$ cat src/rtl/simon_pkg.sv
// Shared Simon game types: colour encoding, LED one-hot helper, LFSR step.
package simon_pkg;

  typedef enum logic [1:0] {
    RED    = 2'd0,
    GREEN  = 2'd1,
    BLUE   = 2'd2,
    YELLOW = 2'd3
  } color_t;

  // Player FSM states
  typedef enum logic [2:0] {
    S_IDLE,
    S_APPEND,
    S_ON,
    S_OFF,
    S_DONE
  } play_state_t;

  // Right-shifting Galois form of x^16+x^14+x^13+x^11+1
  localparam logic [15:0] LFSR_TAPS = 16'hB400;

  function automatic logic [3:0] onehot(input color_t c);
    return 4'b0001 << c;
  endfunction

  function automatic logic [15:0] lfsr_next(input logic [15:0] q);
    return (q >> 1) ^ (q[0] ? LFSR_TAPS : 16'h0000);
  endfunction

endpackage

$ cat src/rtl/simon_lfsr16.sv
// Free-running 16-bit Galois LFSR; an all-zero seed would lock up, so it maps to 1.
module simon_lfsr16
  import simon_pkg::*;
#(
  parameter logic [15:0] SEED = 16'hACE1
) (
  input  logic        clk,
  input  logic        rst,
  output logic [15:0] q
);

  localparam logic [15:0] SEED_EFF = (SEED == 16'h0000) ? 16'h0001 : SEED;

  logic [15:0] q_q;

  // Advance every cycle regardless of what the player is doing
  always_ff @(posedge clk or posedge rst) begin
    if (rst) q_q <= SEED_EFF;
    else     q_q <= lfsr_next(q_q);
  end

  assign q = q_q;

endmodule

$ cat src/rtl/simon_sequence_player.sv
// Simon sequence player: grows the colour sequence by one random colour per
// start, then plays it back as timed one-hot LED flashes.
module simon_sequence_player
  import simon_pkg::*;
#(
  parameter int          MAX_LEN    = 32,
  parameter int          ON_CYCLES  = 25000000,
  parameter int          OFF_CYCLES = 12500000,
  parameter logic [15:0] LFSR_SEED  = 16'hACE1
) (
  input  logic                           clk,
  input  logic                           rst,
  input  logic                           start,
  input  logic                           clear,
  input  logic [$clog2(MAX_LEN)-1:0]     rd_idx,
  output logic [1:0]                     rd_color,
  output logic [3:0]                     led,
  output logic                           busy,
  output logic                           done,
  output logic [$clog2(MAX_LEN+1)-1:0]   seq_len,
  output logic                           seq_full
);

  localparam int IW   = $clog2(MAX_LEN);
  localparam int LW   = $clog2(MAX_LEN + 1);
  localparam int TMAX = (ON_CYCLES > OFF_CYCLES) ? ON_CYCLES : OFF_CYCLES;
  localparam int TW   = (TMAX > 1) ? $clog2(TMAX) : 1;
  localparam logic [TW-1:0] ON_LOAD  = TW'(ON_CYCLES - 1);
  localparam logic [TW-1:0] OFF_LOAD = TW'(OFF_CYCLES - 1);

  logic [15:0]   lfsr;
  logic          lfsr_unused;
  play_state_t   state_q;
  logic [LW-1:0] len_q, idx_q, idx_nxt;
  logic [TW-1:0] tmr_q;
  logic [3:0]    led_q;
  logic          busy_q, done_q;
  logic [1:0]    mem_q [MAX_LEN];
  logic          full;
  logic [1:0]    first_col;

  simon_lfsr16 #(.SEED(LFSR_SEED)) u_lfsr (
    .clk (clk),
    .rst (rst),
    .q   (lfsr)
  );

  // Only the low two bits pick a colour
  assign lfsr_unused = ^lfsr[15:2];

  assign full    = (len_q == LW'(MAX_LEN));
  assign idx_nxt = idx_q + 1'b1;
  // First flash is loaded on the same edge that writes mem[0] when the
  // sequence was empty, so forward the colour being stored.
  assign first_col = (len_q == '0) ? lfsr[1:0] : mem_q[0];

  // Register-file write of the appended colour; contents need no reset
  always_ff @(posedge clk) begin
    if (!clear && state_q == S_APPEND && !full)
      mem_q[len_q[IW-1:0]] <= lfsr[1:0];
  end

  // Playback FSM with shared down-counter and registered outputs
  always_ff @(posedge clk or posedge rst) begin
    if (rst) begin
      state_q <= S_IDLE;
      len_q   <= '0;
      idx_q   <= '0;
      tmr_q   <= '0;
      led_q   <= '0;
      busy_q  <= 1'b0;
      done_q  <= 1'b0;
    end else begin
      done_q <= 1'b0;
      if (clear) begin
        state_q <= S_IDLE;
        len_q   <= '0;
        led_q   <= '0;
        busy_q  <= 1'b0;
      end else begin
        case (state_q)
          S_IDLE: begin
            if (start) begin
              state_q <= S_APPEND;
              busy_q  <= 1'b1;
            end
          end
          S_APPEND: begin
            if (!full) len_q <= len_q + 1'b1;
            idx_q   <= '0;
            tmr_q   <= ON_LOAD;
            led_q   <= onehot(color_t'(first_col));
            state_q <= S_ON;
          end
          S_ON: begin
            if (tmr_q == '0) begin
              tmr_q   <= OFF_LOAD;
              led_q   <= '0;
              state_q <= S_OFF;
            end else begin
              tmr_q <= tmr_q - 1'b1;
            end
          end
          S_OFF: begin
            if (tmr_q == '0) begin
              if (idx_nxt == len_q) begin
                done_q  <= 1'b1;
                state_q <= S_DONE;
              end else begin
                idx_q   <= idx_nxt;
                tmr_q   <= ON_LOAD;
                led_q   <= onehot(color_t'(mem_q[idx_nxt[IW-1:0]]));
                state_q <= S_ON;
              end
            end else begin
              tmr_q <= tmr_q - 1'b1;
            end
          end
          S_DONE: begin
            busy_q  <= 1'b0;
            state_q <= S_IDLE;
          end
          default: state_q <= S_IDLE;
        endcase
      end
    end
  end

  assign rd_color = mem_q[rd_idx];
  assign led      = led_q;
  assign busy     = busy_q;
  assign done     = done_q;
  assign seq_len  = len_q;
  assign seq_full = full;

endmodule

$ cat config.mk
export PLATFORM = sky130hd
export DESIGN_NAME = simon_sequence_player
export DESIGN_NICKNAME = d
export VERILOG_FILES = /design/src/rtl/simon_pkg.sv /design/src/rtl/simon_lfsr16.sv /design/src/rtl/simon_sequence_player.sv
export SDC_FILE = /design/constraint.sdc
export NUM_CORES = 1
export LEC_CHECK = 0
export CAP_MARGIN = 10
export CELL_PAD_IN_SITES_DETAIL_PLACEMENT = 1
export CELL_PAD_IN_SITES_GLOBAL_PLACEMENT = 2
export CORE_MARGIN = 10
export CORE_UTILIZATION = 48
export CTS_BUF_LIST = sky130_fd_sc_hd__clkbuf_4
export DETAILED_ROUTE_END_ITERATION = 16
export MAX_ROUTING_LAYER = met4
export PLACE_DENSITY_LB_ADDON = 0.1
export SYNTH_ARGS = -nofsm -noshare
export SYNTH_HDL_FRONTEND = slang
export SYNTH_SLANG_ARGS = --single-unit
$ cat constraint.sdc
create_clock -name clk -period 6.3 [get_ports clk]
set_clock_uncertainty 0.15 [all_clocks]
set_input_delay 1.26 -clock clk [delete_from_list [all_inputs] [get_ports clk]]
set_output_delay 1.26 -clock clk [all_outputs]
set_load 0.02 [all_outputs]
Word level (Yosys, flattened, before mapping)
Memory sizes are Yosys's and may differ from the RTL's.
Cells that the tools add are included.

word-level totals
  word-level logic and storage cells = 80
  memories = 1
  bits in writable memories = 64
  register bits after elaboration = 62
  output and inout bits = 15

operators by class
  eq/ne operators = 14
  muxes and demuxes = 32
  reduce and logical (&&, ||, !) cells = 18
  $add $sub $neg = 3
  bitwise gates (word level) = 2
  shift-type cells = 2

memories
  name   words  bits a word  read ports  clocked after memory_dff  write ports  line                         source
  mem_q  32     2            3           0                         1            simon_sequence_player.sv:38  logic [1:0] mem_q [MAX_LEN];

operators with widths
  kind                                                                   number
  25-bit two-way mux                                                     3
  25-bit case mux with 3 select lines                                    1
  6-bit two-way mux                                                      5
  25-bit zero test                                                       1
  25-bit by 1-bit subtractor with 25-bit output (second input constant)  1
  16-bit two-way mux                                                     1
  4-bit two-way mux                                                      4
  15-bit by 16-bit XOR with 16-bit output                                1
  3-bit two-way mux                                                      5
  3-bit != test (second input constant)                                  5
  6-bit by 1-bit adder with 6-bit output (second input constant)         2
  3-bit case mux with 4 select lines                                     1
  4-bit case mux with 3 select lines                                     1
  6-bit case mux with 2 select lines                                     1
  1-bit two-way mux                                                      8
  4-bit AND reduction                                                    2
  1-bit by 2-bit << shifter with 4-bit output (first input constant)     2
  3-bit by 2-bit == test with 1-bit output (second input constant)       2
  6-bit == test                                                          1
  6-bit == test (second input constant)                                  1
  6-bit zero test                                                        1
  2-bit != test (second input constant)                                  3
  3-bit AND reduction                                                    2
  3-bit nonzero test                                                     2
  11 further kinds                                                       15

Logic depth before layout (Yosys ltp)
An unclocked memory read counts as a cell.

  depth in word-level cells = 7
  gate-level depth with buffers = 10
  mapped depth without buffers = 8

Cells and area by module
A second synthesis with hierarchy kept.

second synthesis, totals
  cell total of the unflattened synthesis = 515
  area total of the unflattened synthesis = 6537.5 um2

by module, submodules not included
  module                 seq. area each (um2)  instances  area each (um2)  cells an instance
  simon_sequence_player  3072.9                1          6097.1           495
  simon_lfsr16           410.4                 1          440.4            20

Worst setup path before layout
OpenSTA, ideal clock, no wires.

  kind = input to output
  from = input rd_idx[0]
  to = output rd_color[0]
  slack = 1.553 ns
  stages = 5
  arrival = 3.337 ns
  required time = 4.890 ns
  cell sequence = clkbuf_1 > clkbuf_1 > mux4_2 > mux4_2 > mux2_2

between the ends
  longest elaborated chain between the ends = 1

RTL lines
  item               line                         source
  from (decl)        simon_sequence_player.sv:15  input logic [$clog2(MAX_LEN)-1:0] rd_idx,
  memory 32 x 2 bit  n/a
  to (decl)          simon_sequence_player.sv:16  output logic [1:0] rd_color,

Every way passes these cells.

Worst setup path after layout
  from = input rd_idx[1]
  to = output rd_color[1]

The elaborated chain is that of the path after synthesis.

==> summary.txt <==
Yosys
  • Synth cell types: 60
  • Most frequent cell after synthesis: edfxtp_1
  • Cells after Synth: 527
  • Yosys reg bits: around 130
  • Seq/Total Area, Yosys: 54.3%
  • Most area-consuming cells after synthesis: edfxtp_1 30%, dfrtp_1 21%, mux4_2 11%, nor2_1 3.6%, dfstp_2 3.3%
  • Synth top cells by count: 64 x edfxtp_1, 62 x nor2_1, 54 x dfrtp_1
  • Syn avg cell area: approximately 12 um2
  • Synth warn: 0
  • Share of the synthesized area in the top cell type: 29.9%
  • Post-Syn Area: 6420 um2
  • Synth async-reset ratio: 49.2%
  • Synthesized Nets: ~540
  • Post-synth EDFFs: 64
  • Top FF cell, synth: edfxtp_1
  • Cell taking the most area after synthesis: edfxtp_1

Timing
  • Fmax: 0.188 GHz
  • PnR worst setup slack: roughly 0.98 ns
  • Tcrit/Tclk final: 84.4%
  • Slew HR: 35.0%
  • Final setup viols: 0
  • Slew at the pin with the worst max-slew slack: 0.971 ns
  • Final setup TNS: 0 ns
  • Max Transition Viols Final: 0
  • RSZ-0062 raised after global routing: no
  • Final Hold Viols: 0
  • Crit path time final: 5.32 ns

Global routing
  • Total gr overflow: 0
  • First-pass GRT wire length: 26,700 um
  • Number of global-route vias before repair: between 4,000 and 5,000
  • Total GRT Usage: 19.4%
  • Largest net degree at the start of global routing: 63
  • Initial antenna violation count: 0

Power
  • P_sw: roughly 0.00044 W
  • Gate power share: a little over a tenth
  • Sw Ratio: 27.8%
  • Reg power frac: approximately 58%
  • Leak pwr: 2.36 nW
  • PD cells: 227 nW/um2
  • Max VDD drop: between 0.15 and 0.2 mV
  • Cell internal pwr: roughly 0.0012 W
  • Clock power frac: 31.5%

Final layout
  • Post-Layout Cell Count: 737
  • # diodes: 0
  • Fillers: 1,374
  • Syn-to-layout area delta: 9.65%
  • Final Util: a little over half
  • Nets: 564
  • Fraction of layout cells with a size suffix above 1: 16.4%

Run status
  • Status: complete, no violations

Clocking
  • Root Driver: clkbuf_4
  • Total CTS buffers: 17
  • Longest Clk Path Bufs: 2
  • CTS tree: yes
  • # hold bufs at CTS: 0
  • Clk Latency, worst-skew pair: ~0.55 ns
  • Sink Count: 126
  • Post-CTS Setup Repair Bufs: 0
  • CTS H-tree lvls: 4
  • Clk pin slew, worst setup/hold paths: 0.13 ns
  • PostCTS Resize Cnt: 0

Routing
  • WL met2: 7800 um
  • Vias per cell: 6.13
  • Antenna-violating nets left: 0
  • Initial DRC count: 355
  • Total vias in the final route: 4,519
  • Met3 WL post-DR: 941 um
  • DRC: 0
  • Routed len/inst: 22.4 um
  • Max layer used: met4
  • Drt pass-1 iters: 5
  • Post-Route M1 WL: 7480 um
  • Routed wire length: 16,500 um

Setup path
  • Worst Setup SP: rd_idx[1]
  • Kind of critical path: input pin to output pin
  • CP cell instances: clkdlybuf4s50_1 > buf_4 > mux4_2 > mux4_2 > mux2_2 > clkdlybuf4s50_1
  • Setup crit start kind: input pin
  • Critical-path maximum fanout: 16
  • Setup crit end kind: output pin
  • Buf/Inv on CP: 3
  • Critical Path RT: about 4.9 ns
  • R2r startpoint: idx_q[0]$_DFFE_PP0P_
  • CP max stage delay: 0.55 ns
  • Worst EP arrival: approximately 3.9 ns
  • Slowest-stage cell, CP: mux4_2
  • Cell family with the largest share of critical-path delay: buffers and inverters

Placement
  • Routability cong.: 0.891
  • Hpwl dp: 11,700 um
  • Placed cells: 705
  • Port bufs: 23
  • Dpl ws: between 0.9 and 1 ns

Min path
  • Min-Delay Startpoint: u_lfsr.q[3]$_DFF_PP0_
  • Worst hold-check path type: flip-flop to flip-flop

Floorplanning
  • FP Rows: 42
  • Die height: 136 um
  • Core Area: ~13,000 um2
  • Initial Util: ~49%
  • I/O pin count: 24
  • Full die area: 18,400 um2
  • Chip Width: approximately 140 um

Job
  • Max-cap violations: 0
through the flow:
step | cell area, um2 | total power (W) | hold WS (ns)
final | 7040 | 0.00160 | 0.205
after global routing | 7040 | 0.00168 | 0.221
after detailed placement | 6790 | 0.00111 | 0.189
after CTS | 7040 | 0.00161 | 0.214
after global placement | 6790 | 0.00110 | 0.189
after floorplan | 6420 | 0.00105 | 0.181
cell usage in the layout (no fill, tap or decap), types with 7 or more instances in the layout:
cell type and count:
clkbuf_4 19, nand2_1 50, clkdlybuf4s50_1 23, a22o_1 7, ha_1 7, o21ai_0 23
nand3_1 13, nor2b_1 9, dfrtp_1 54, dfstp_2 8, edfxtp_1 64, mux2i_1 15
inv_1 9, mux4_2 32, nor2_1 62, and3_1 8, nor3_1 18, a21oi_1 26
xor2_1 10
flip-flops by register name (all words and copies together), names as in the netlist:
name,cells
idx_q,6
state_q,3
u_lfsr.q,16
done,1
mem_q,64
seq_len,6
led,4
tmr_q,25
busy,1
layout make-up:
cell class / instances / area (um2) / share of cell area (%)
inverter: 10 / 37.5 / 0.533
sequential: 126 / 3480 / 49.5
timing repair buffer: 29 / 275 / 3.91
multi-input combinational: 364 / 2780 / 39.5
tap: 176 / 220 / 3.13
clock buffer: 19 / 143 / 2.03
clock inverter: 13 / 103 / 1.46
layer usage:
| metal | GRT usage [%] | up-vias |
|---|---|---|
| li1 | - | 2022 |
| met1 | 25.8 | 2346 |
| met2 | 28.5 | 127 |
| met3 | 4.82 | 24 |
| met4 | 6.16 | 0 |
| met5 | - | - |
logic make-up (layout without fill, tap and decap cells):
| group | after synthesis | count (layout) | synth area share, % |
|---|---|---|---|
| and+or+nand+nor | 196 | 196 | 14.7 |
| xor gates and xnor gates | 19 | 19 | 3.35 |
| buffers and inverters | 37 | 71 | 2.48 |
| AOI/OAI and AO/OA | 93 | 93 | 9.94 |
| muxes | 49 | 49 | 13.9 |
| adders and majority gates | 7 | 7 | 1.36 |
| DFF | 126 | 126 | 54.3 |
power by group through the flow:
stage	sequential, W	clock [W]	combinational [W]
6_report	0.000929	0.000503	0.000166
4_1_cts	0.000929	0.000518	0.000168
3_5_place_dp	0.000946	0	0.000168
3_3_place_gp	0.000944	0	0.000157
2_1_floorplan	0.000938	0	0.000116
5_1_grt	0.000936	0.000553	0.000188
final timing paths:
path,to,slack [ns],depth (start not counted)
min reg2reg,u_lfsr.q[2]$_DFF_PP0_,0.20,0
max in group asynchronous,u_lfsr.q[8]$_DFF_PP0_,4.35,3
max reg2reg,led[1]$_DFFE_PP0P_,1.98,9
min in group asynchronous,idx_q[2]$_DFFE_PP0P_,1.10,3
max,rd_color[1],0.98,6
min,u_lfsr.q[2]$_DFF_PP0_,0.20,0
Note: power is estimated with default switching activity, not from simulation.
